[src/rtl/crc_hash_pkg.sv]
// Shared CRC-32 constants, FSM state type and the reflected single-byte CRC step
// used by the Bloom-filter hash generator.
package crc_hash_pkg;

  localparam int unsigned CRC_W      = 32;
  localparam int unsigned MAX_POLY   = 4;
  localparam logic [CRC_W-1:0] CRC_INIT   = 32'hFFFF_FFFF;
  localparam logic [CRC_W-1:0] CRC_XOROUT = 32'hFFFF_FFFF;

  // Index 0 is the first engine; engines are taken from the table in order.
  localparam logic [MAX_POLY-1:0][CRC_W-1:0] CRC_POLY = {
    32'h8141_41AB, 32'h741B_8CD7, 32'h1EDC_6F41, 32'h04C1_1DB7
  };

  typedef enum logic [1:0] {
    IDLE = 2'd0,
    CALC = 2'd1,
    OUT  = 2'd2
  } hash_state_t;

  // Reflected-input CRC step: data bits enter LSB first against the bit-reversed polynomial.
  function automatic logic [CRC_W-1:0] crc32_byte_step(input logic [CRC_W-1:0] crc,
                                                       input logic [7:0]       data,
                                                       input logic [CRC_W-1:0] poly);
    logic [CRC_W-1:0] c;
    logic [CRC_W-1:0] rpoly;
    for (int i = 0; i < int'(CRC_W); i++) rpoly[i] = poly[CRC_W-1-i];
    c = crc ^ {24'h0, data};
    for (int b = 0; b < 8; b++) c = c[0] ? ((c >> 1) ^ rpoly) : (c >> 1);
    return c;
  endfunction

endpackage

[src/rtl/crc32_multi_step.sv]
// Combinational fold of up to BYTES_PER_CLK bytes into one CRC-32 register;
// byte 0 of data_i is folded first, only the first nbytes_i bytes take effect.
module crc32_multi_step
  import crc_hash_pkg::*;
#(
  parameter int unsigned      BYTES_PER_CLK = 1,
  parameter logic [CRC_W-1:0] POLY          = 32'h04C1_1DB7,
  parameter int unsigned      CNT_W         = $clog2(BYTES_PER_CLK + 1)
) (
  input  logic [CRC_W-1:0]           crc_i,
  input  logic [BYTES_PER_CLK*8-1:0] data_i,
  input  logic [CNT_W-1:0]           nbytes_i,
  output logic [CRC_W-1:0]           crc_o
);

  logic [CRC_W-1:0] crc_c;

  always_comb begin
    crc_c = crc_i;
    for (int j = 0; j < int'(BYTES_PER_CLK); j++) begin
      if (CNT_W'(j) < nbytes_i) crc_c = crc32_byte_step(crc_c, data_i[j*8 +: 8], POLY);
    end
  end

  assign crc_o = crc_c;

endmodule

[src/rtl/crc_hash_seq.sv]
// Bloom-filter hash generator: iterative multi-polynomial CRC-32 over a BF_N-byte window,
// sliced into HASH_CNT hashes. Define CRC_HASH_STATS_EN to add window/drop counters.
module crc_hash_seq
  import crc_hash_pkg::*;
#(
  parameter int unsigned BF_N          = 4,
  parameter int unsigned MAX_S         = 32,
  parameter int unsigned NPOLY         = 4,
  parameter int unsigned BYTES_PER_CLK = 1,
  parameter int unsigned HASH_CNT      = 10,
  parameter int unsigned HASH_WIDTH    = 12
) (
  input  logic                           clk_i,
  input  logic                           rst_n_i,
  input  logic [MAX_S*8-1:0]             symbs_data_i,
  input  logic [MAX_S-1:0]               symbs_data_val_i,
  input  logic                           in_val_i,
  output logic                           in_rdy_o,
  output logic [HASH_CNT*HASH_WIDTH-1:0] hash_o,
  output logic                           hash_val_o,
  input  logic                           hash_rdy_i
`ifdef CRC_HASH_STATS_EN
  ,
  output logic [31:0]                    win_cnt_o,
  output logic [31:0]                    drop_cnt_o
`endif
);

  localparam int unsigned NBEAT  = (BF_N + BYTES_PER_CLK - 1) / BYTES_PER_CLK;
  localparam int unsigned LAST_N = BF_N - (NBEAT - 1) * BYTES_PER_CLK;
  localparam int unsigned WIN_W  = NBEAT * BYTES_PER_CLK * 8;
  localparam int unsigned BEAT_W = (NBEAT > 1) ? $clog2(NBEAT) : 1;
  localparam int unsigned CNT_W  = $clog2(BYTES_PER_CLK + 1);
  localparam int unsigned ALL_W  = CRC_W * NPOLY;
  localparam int unsigned HASH_W = HASH_CNT * HASH_WIDTH;

  if (HASH_W > ALL_W) begin : g_bad_hash
    $error("crc_hash_seq: HASH_CNT*HASH_WIDTH exceeds 32*NPOLY");
  end
  if (NPOLY < 1 || NPOLY > MAX_POLY) begin : g_bad_npoly
    $error("crc_hash_seq: NPOLY out of range");
  end
  if (BF_N < 1 || BF_N > MAX_S || BYTES_PER_CLK < 1 || BYTES_PER_CLK > BF_N) begin : g_bad_win
    $error("crc_hash_seq: BF_N/BYTES_PER_CLK out of range");
  end

  hash_state_t                  state_q;
  logic [WIN_W-1:0]             win_q;
  logic [BEAT_W-1:0]            beat_q;
  logic [NPOLY-1:0][CRC_W-1:0]  crc_q;
  logic [NPOLY-1:0][CRC_W-1:0]  crc_d;
  logic [HASH_W-1:0]            hash_q;
  logic [HASH_W-1:0]            hash_d;
  logic                         hash_val_q;
  logic [WIN_W-1:0]             win_c;
  logic [ALL_W-1:0]             all_c;
  logic                         win_ok_c;
  logic                         last_beat_c;
  logic [CNT_W-1:0]             nbytes_c;
  logic                         unused_c;

  assign win_ok_c    = &symbs_data_val_i[MAX_S-1 -: BF_N];
  assign last_beat_c = (beat_q == BEAT_W'(NBEAT - 1));
  assign nbytes_c    = last_beat_c ? CNT_W'(LAST_N) : CNT_W'(BYTES_PER_CLK);
  assign in_rdy_o    = (state_q == IDLE) | ((state_q == OUT) & hash_rdy_i);
  assign hash_o      = hash_q;
  assign hash_val_o  = hash_val_q;
  assign unused_c    = ^{symbs_data_i, symbs_data_val_i};

  // Oldest symbol byte lands in window byte 0 so it is folded first.
  always_comb begin
    win_c = '0;
    for (int i = 0; i < int'(BF_N); i++) win_c[i*8 +: 8] = symbs_data_i[(MAX_S-1-i)*8 +: 8];
  end

  for (genvar p = 0; p < int'(NPOLY); p++) begin : g_eng
    crc32_multi_step #(
      .BYTES_PER_CLK(BYTES_PER_CLK),
      .POLY         (CRC_POLY[p]),
      .CNT_W        (CNT_W)
    ) u_step (
      .crc_i   (crc_q[p]),
      .data_i  (win_q[BYTES_PER_CLK*8-1:0]),
      .nbytes_i(nbytes_c),
      .crc_o   (crc_d[p])
    );
  end

  // Engine 0 occupies the MSBs; hash 0 is taken from the top of the concatenation.
  always_comb begin
    all_c  = '0;
    hash_d = '0;
    for (int p = 0; p < int'(NPOLY); p++) all_c[CRC_W*(NPOLY-1-p) +: CRC_W] = crc_d[p] ^ CRC_XOROUT;
    for (int k = 0; k < int'(HASH_CNT); k++)
      hash_d[k*HASH_WIDTH +: HASH_WIDTH] = all_c[ALL_W-1-k*HASH_WIDTH -: HASH_WIDTH];
  end

  always_ff @(posedge clk_i or negedge rst_n_i) begin
    if (!rst_n_i) begin
      state_q    <= IDLE;
      win_q      <= '0;
      beat_q     <= '0;
      crc_q      <= {NPOLY{CRC_INIT}};
      hash_q     <= '0;
      hash_val_q <= 1'b0;
    end else begin
      case (state_q)
        IDLE: begin
          if (in_val_i && win_ok_c) begin
            state_q <= CALC;
            win_q   <= win_c;
            beat_q  <= '0;
            crc_q   <= {NPOLY{CRC_INIT}};
          end
        end
        CALC: begin
          crc_q  <= crc_d;
          win_q  <= win_q >> (BYTES_PER_CLK * 8);
          beat_q <= beat_q + BEAT_W'(1);
          if (last_beat_c) begin
            state_q    <= OUT;
            hash_q     <= hash_d;
            hash_val_q <= 1'b1;
          end
        end
        OUT: begin
          if (hash_rdy_i) begin
            hash_val_q <= 1'b0;
            if (in_val_i && win_ok_c) begin
              state_q <= CALC;
              win_q   <= win_c;
              beat_q  <= '0;
              crc_q   <= {NPOLY{CRC_INIT}};
            end else begin
              state_q <= IDLE;
            end
          end
        end
        default: state_q <= IDLE;
      endcase
    end
  end

`ifdef CRC_HASH_STATS_EN
  logic [31:0] win_cnt_q;
  logic [31:0] drop_cnt_q;

  // Saturating counts of windows consumed at the input handshake.
  always_ff @(posedge clk_i or negedge rst_n_i) begin
    if (!rst_n_i) begin
      win_cnt_q  <= '0;
      drop_cnt_q <= '0;
    end else if (in_val_i && in_rdy_o) begin
      if (win_ok_c) begin
        if (win_cnt_q != 32'hFFFF_FFFF) win_cnt_q <= win_cnt_q + 32'd1;
      end else begin
        if (drop_cnt_q != 32'hFFFF_FFFF) drop_cnt_q <= drop_cnt_q + 32'd1;
      end
    end
  end

  assign win_cnt_o  = win_cnt_q;
  assign drop_cnt_o = drop_cnt_q;
`endif

endmodule

[config.mk]
export PLATFORM = sky130hd
export DESIGN_NAME = crc_hash_seq
export DESIGN_NICKNAME = d
export VERILOG_FILES = /design/src/rtl/crc_hash_pkg.sv /design/src/rtl/crc32_multi_step.sv /design/src/rtl/crc_hash_seq.sv
export SDC_FILE = /design/constraint.sdc
export NUM_CORES = 1
export LEC_CHECK = 0
export ABC_AREA = 1
export BUFFER_PORTS_ARGS = -buffer_cell sky130_fd_sc_hd__buf_4
export CAP_MARGIN = 10
export CORE_MARGIN = 1
export CORE_UTILIZATION = 49
export CTS_BUF_LIST = sky130_fd_sc_hd__clkbuf_2 sky130_fd_sc_hd__clkbuf_4 sky130_fd_sc_hd__clkbuf_8
export DETAILED_ROUTE_END_ITERATION = 10
export PLACE_DENSITY_LB_ADDON = 0.05
export SYNTH_ARGS = -nofsm -noshare
export SYNTH_HDL_FRONTEND = slang
export SYNTH_SLANG_ARGS = --single-unit
[constraint.sdc]
create_clock -name clk_i -period 2.15 [get_ports clk_i]
set_input_delay 0.215 -clock clk_i [delete_from_list [all_inputs] [get_ports clk_i]]
set_output_delay 0.215 -clock clk_i [all_outputs]
set_load 0.005 [all_outputs]
## Word-level counts from Yosys, hierarchy flattened

Index checks and enable logic that the tools add are counted.

- Input bits: 292
- Output and inout bits: 122
- Register bits: 285

- Equal/unequal tests: 6
- Muxes and demuxes: 49
- Add/sub/neg operators: 1
- Bitwise logic cells: 42
- Reductions and logical operators: 9

Operator list:

| operator | number |
|---|---|
| $mux 32 | 34 |
| $pmux 128 s3 | 1 |
| $not 16->17 | 16 |
| $mux 128 | 2 |
| $not 32->32 | 4 |
| $xor 32x8->32 | 4 |
| $not 13->14 | 8 |
| $pmux 32 s3 | 1 |
| $not 10->11 | 8 |
| $pmux 2 s3 | 2 |
| $mux 2 | 5 |
| $reduce_and 3->1 | 2 |
| $eq 2x2->1 const B | 2 |
| $ne 2x2->1 const B | 2 |
| $reduce_and 2->1 | 2 |
| $reduce_and 4->1 | 1 |
| $mux 1 | 3 |
| $reduce_bool 3->1 | 1 |
| $add 2x1->2 const B | 1 |
| $eq 2x1->1 const B | 1 |
| $logic_not 2->1 | 1 |
| $ne 2x1->1 const B | 1 |
| $pmux 1 s2 | 1 |
| $reduce_bool 2->1 | 1 |
| 3 further kinds | 3 |

## Depth between registers and ports, before layout

- Word-level depth: 18
- Gate-level depth with buffers: 19
- Mapped depth without buffers: 18

## Modules after synthesis

Synthesis repeated with hierarchy kept, for this count alone.

- Cell total of the unflattened synthesis: 2,545
- Area, all modules: 18,610.3 sq um

By module, submodules not included:

| module | cells each | sequential area each (sq um) | times used | area an instance (sq um) |
|---|---|---|---|---|
| crc_hash_seq | 1,332 | 7,292.0 | 1 | 12,064.1 |
| crc32_multi_step at g_eng[1].u_step | 393 | 0.0 | 1 | 1,971.9 |
| crc32_multi_step at g_eng[2].u_step | 317 | 0.0 | 1 | 1,819.2 |
| crc32_multi_step at g_eng[0].u_step | 276 | 0.0 | 1 | 1,432.6 |
| crc32_multi_step at g_eng[3].u_step | 227 | 0.0 | 1 | 1,322.5 |

## Worst setup path before layout

Ideal clock, no wire load.

- Path kind: register to register
- From: reg win_q[0]
- To: reg crc_q[120] (netlist bit)
- Slack: 127 ps
- Arrival time: 1,951 ps
- Required time: 2,078 ps
- Setup time: 72 ps
- Period minus slack after synthesis: 2,023 ps
- Cell stages (with the launch flop): 18
- Cell sequence: dfrtp_1 -> buf_6 -> inv_4 -> nand2_1 -> nand2_2 -> nand2_2 -> nand2_2 -> nand2_2 -> nand2_2 -> nand2_2 -> nand3_1 -> nand3_1 -> nand2_2 -> nand2_1 -> nand3b_1 -> nand3_1 -> nand2_1 -> inv_1

- Cells in the longest elaborated chain, start to end: 14

Ends and longest elaborated chain:

| item | RTL line | text |
|---|---|---|
| start, declared | crc_hash_seq.sv:48 | `logic [WIN_W-1:0] win_q;` |
| start signal, assigned | crc_hash_seq.sv:111 | `win_q <= win_c;` |
| start signal, assigned | crc_hash_seq.sv:118 | `win_q <= win_q >> (BYTES_PER_CLK * 8);` |
| start signal, assigned | crc_hash_seq.sv:131 | `win_q <= win_c;` |
| $xor 32x8->32 (*) | crc_hash_pkg.sv:28 | `c = crc ^ {24'h0, data};` |
| $mux 32 (*) | crc_hash_pkg.sv:29 | `for (int b = 0; b < 8; b++) c = c[0] ? ((c >> 1) ^ rpoly) : (c >> 1);` |
| $not 10->11 (no source line) | -- |  |
| $mux 32 (*) (2 in series) | crc_hash_pkg.sv:29 |  |
| $not 10->11 (no source line) | -- |  |
| $mux 32 (*) (2 in series) | crc_hash_pkg.sv:29 |  |
| $not 10->11 (no source line) | -- |  |
| $mux 32 (*) (2 in series) | crc_hash_pkg.sv:29 |  |
| $not 10->11 (no source line) | -- |  |
| $mux 32 (*) | crc_hash_pkg.sv:29 |  |
| $pmux 128 s3 (*) | crc_hash_seq.sv:107 | `case (state_q)` |
| end signal, assigned | crc_hash_seq.sv:103 | `crc_q <= {NPOLY{CRC_INIT}};` |
| end signal, assigned | crc_hash_seq.sv:113 | `crc_q <= {NPOLY{CRC_INIT}};` |
| end signal, assigned | crc_hash_seq.sv:117 | `crc_q <= crc_d;` |
| end, declared | crc_hash_seq.sv:50 | `logic [NPOLY-1:0][CRC_W-1:0] crc_q;` |

Mark *: on every way between the ends. The rest lies on a longest branch, timed or not.
A chain may end at the register's enable or synchronous reset.

## Final worst setup path

- From: reg win_q[0]
- To: reg crc_q[88] (netlist bit)

- Cells in the longest elaborated chain, start to end: 15
- Elaborated cells between the ends (all ways): 17
- Those cells by class: mux (9); bitwise (8)

Ends and longest elaborated chain:

| item | RTL line |
|---|---|
| $xor 32x8->32 (*) | crc_hash_pkg.sv:28 |
| $mux 32 (*) | crc_hash_pkg.sv:29 |
| $not 16->17 (no source line) | -- |
| $mux 32 (*) | crc_hash_pkg.sv:29 |
| $not 16->17 (no source line) | -- |
| $mux 32 (*) (2 in series) | crc_hash_pkg.sv:29 |
| $not 16->17 (no source line) | -- |
| $mux 32 (*) (2 in series) | crc_hash_pkg.sv:29 |
| $not 16->17 (no source line) | -- |
| $mux 32 (*) | crc_hash_pkg.sv:29 |
| $not 16->17 (no source line) | -- |
| $mux 32 (*) | crc_hash_pkg.sv:29 |
| $pmux 128 s3 (*) | crc_hash_seq.sv:107 |

Marked as above.

==> metrics.md <==
| Metric | Value |
|---|---|
| Post-Syn Nets | 2005 |
| Clock slew at reported path FFs | about 0.060 ns |
| Crit path time final | 2.23 ns |
| GPL Wtd Cong | between 0.8 and 0.9 |
| Antenna Nets Post-Route | 0 |
| Clock root buffer | clkbuf_8 |
| Worst path required time | 2.65 ns |
| Starting Density | between 50 and 60% |
| Avg Inst Size Synth | 8.83 um^2 |
| Wire per inst | 16.6 um |
| Slew margin rel. | 60.1% |
| Placement Setup Slack | -0.272 ns |
| Port-buffer cells | 161 |
| Failing checks | negative setup slack |
| Vias in the first global route | 12500 |
| Post-synthesis sequential area ratio | 48.2% |
| DRT Pass-1 Iters | 5 |
| Crit path kind | reg -> reg |
| Diodes inserted | 0 |
| Starting DRT DRC Count | approximately 750 |
| Startpoint Class | flip-flop |
| Total of max-cap violations | 0 |
| Synth-to-layout area growth | 43.2% |
| Total GRT Usage | approximately a quarter |
| Syn Inst Count | 1712 |
| Largest net degree at the start of global routing | between 60 and 70 |
| Netlist Area Pre-Place | 15100 um^2 |
| Num ports | 414 |
| Status | complete, but fails checks |
| Most used DFF post-synth | dfrtp_1 |
| Placed Area | roughly 18000 um^2 |
| CTS tree | yes |
| Setup Skew | between 0.02 and 0.03 ns |
| Fin. max-slew vios | 0 |
| Worst min path class | in -> reg |
| RSZ-0062 raised after global routing | yes |
| DR DRC count | 0 |
| Setup TNS | -1.25 ns |
| Final Net Count | 2415 |
| Maximum buffer depth of the clock tree | 3 |
| Cell Rows | 63 |
| CTS Buf Count | 48 |
| CP Launch Point | win_q[0] |
| Detailed placer's ending HPWL | 28.3 mm |
| CORE AREA | 30000 um^2 |
| Ys async rst share | 100% |
| Wirelength, routed | roughly 42 mm |
| Hold Fails Final Rpt | 0 |
| Final setup violation count | 38 |
| Worst r2r src | win_q[0] |
| Num Clock Sinks | 285 |
| # H-tree levels | 2 |
| Largest fanout on the critical path | 5 |
| EDFF count, synth | 0 |
| Initial antenna violation count | 0 |
| Max Clock Freq | 449 MHz |
| Vias per inst | 5.00 |
| Synth warn | 0 |
| Total vias in the final route | around 13000 |
| Total grt overflow | 0 |
| First-pass GRT wire length | roughly 66 mm |
| Die W | 178 um |
| Post-synth cell types | 42 |
| Fin crit share | 103% |
| R2R setup slack | -0.08 ns |
| Worst Max-Slew Pin Slew | 0.598 ns |
| DIE AREA | 31600 um^2 |
| Design area | 21700 um^2 |
| FF+latch count, synth | about 290 |
| HP Start | symbs_data_i[250] |
| Die Ht | 178 um |
| Crit path capture type | flip-flop |
| Clock latency on the worst-skew pair | 0.58 ns |
| Final setup margin | -0.0750 ns |
| Layout cells sized above 1 | 43.6% |
| Crit path arrival time | 2.73 ns |
## state kept, by name, indices dropped and copies added, names as in the netlist
name,cells
crc_q,128
win_q,32
state_q,2
hash_o,120
hash_val_o,1
beat_q,2
## area by class of cell
cell class | count | area (um^2)
Sequential cell | 285 | 7300
Inverter | 192 | 734
Timing Repair Buffer | 437 | 3770
Multi-Input combinational cell | 1158 | 8360
Tap cell | 390 | 488
Fill cell | 2269 | 8370
Clock inverter | 9 | 53.8
Clock buffer | 80 | 951
## cell usage in the layout, fill, tap and decap left out, drive strengths merged
cell type,count
xor2,170
or2,13
xnor3,4
a22o,1
o21ai,116
nand2,482
nor2,54
clkbuf,80
nand4,2
and3,1
dfstp,128
dfrtp,157
o21bai,9
a21oi,41
a32oi,1
a22oi,10
dlygate4sd3,32
ha,1
xnor2,85
o211ai,23
inv,192
clkinvlp,1
buf,405
o22a,2
clkinv,8
nand3b,8
nand3,86
o22ai,49
## logic make-up (layout without fill, tap and decap cells)
kind of cell	Yosys count	count (layout)	share of synthesized area, %
fa+ha+maj	1	1	0.0827
xor+xnor	259	259	17.1
buf+inv	270	718	7.21
flops	285	285	48.2
simple gates	645	646	17.8
compound gates	252	252	9.54
## cell usage after synthesis (9+ instances only)
cell type / count / area [um^2]
o21ai_0: 103 / 515
a21oi_1: 41 / 205
nand2_1: 453 / 1700
o21ai_1: 13 / 65.1
xnor2_1: 75 / 657
o22ai_1: 49 / 307
nand2_2: 24 / 150
inv_1: 183 / 687
clkbuf_1: 56 / 210
o21bai_1: 9 / 67.6
xor2_1: 156 / 1370
nand3_1: 85 / 425
o211ai_1: 23 / 173
a22oi_1: 10 / 75.1
dfrtp_1: 157 / 3930
dfstp_2: 128 / 3360
or2_2: 12 / 75.1
nor2_1: 54 / 203
## path summary, 6_finish.rpt
path / cells after the start / to
hold / removal: 3 / win_q[2]
setup reg to reg: 17 / crc_q[88]
hold reg to reg: 2 / hash_o[81]
max in group asynchronous: 3 / crc_q[68]
min in group asynchronous: 2 / hash_o[84]
setup / recovery: 17 / crc_q[88]
## worst max-delay path: stages (launching register included)
cell	delay, ns
dfrtp_2	0.48
buf_12	0.15
nand2_4	0.06
nand2_4	0.06
buf_12	0.13
nand2_4	0.06
nand2_4	0.05
buf_6	0.11
xor2_2	0.16
nand2_2	0.15
nand2_4	0.11
nand2_4	0.12
nand2_8	0.11
buf_6	0.14
nand3_4	0.08
nand3_2	0.06
nand2_1	0.07
inv_1	0.04
## metal layers
layer,global-route usage (%),vias up,wire (um)
li1,-,6183,-
met1,36.8,6202,18900
met2,44.4,291,20600
met3,3.83,77,1990
met4,6.48,0,853
met5,0,-,0
## through the flow
step,cells,hold WS [ns],util (%)
after global placement,2387,0.232,60.8
after CTS,2529,0.00564,68.0
final,2551,0.0320,72.1
after floorplan,1712,-0.0806,-
after detailed placement,2387,0.233,60.8
after global routing,2551,0.0306,72.1
## repair_timing
item	in CTS	in global routing
endpoints found under the setup margin	116	135
cloned	1	0
hold buffers	32	0
buffers inserted	23	23
resized for setup	137	230
pin swaps	48	90
endpoints found under the hold margin	63	0
Power is left out: the tool's default activity adds up to more than one toggle a clock period on the data nets, which glitch-free logic cannot reach.
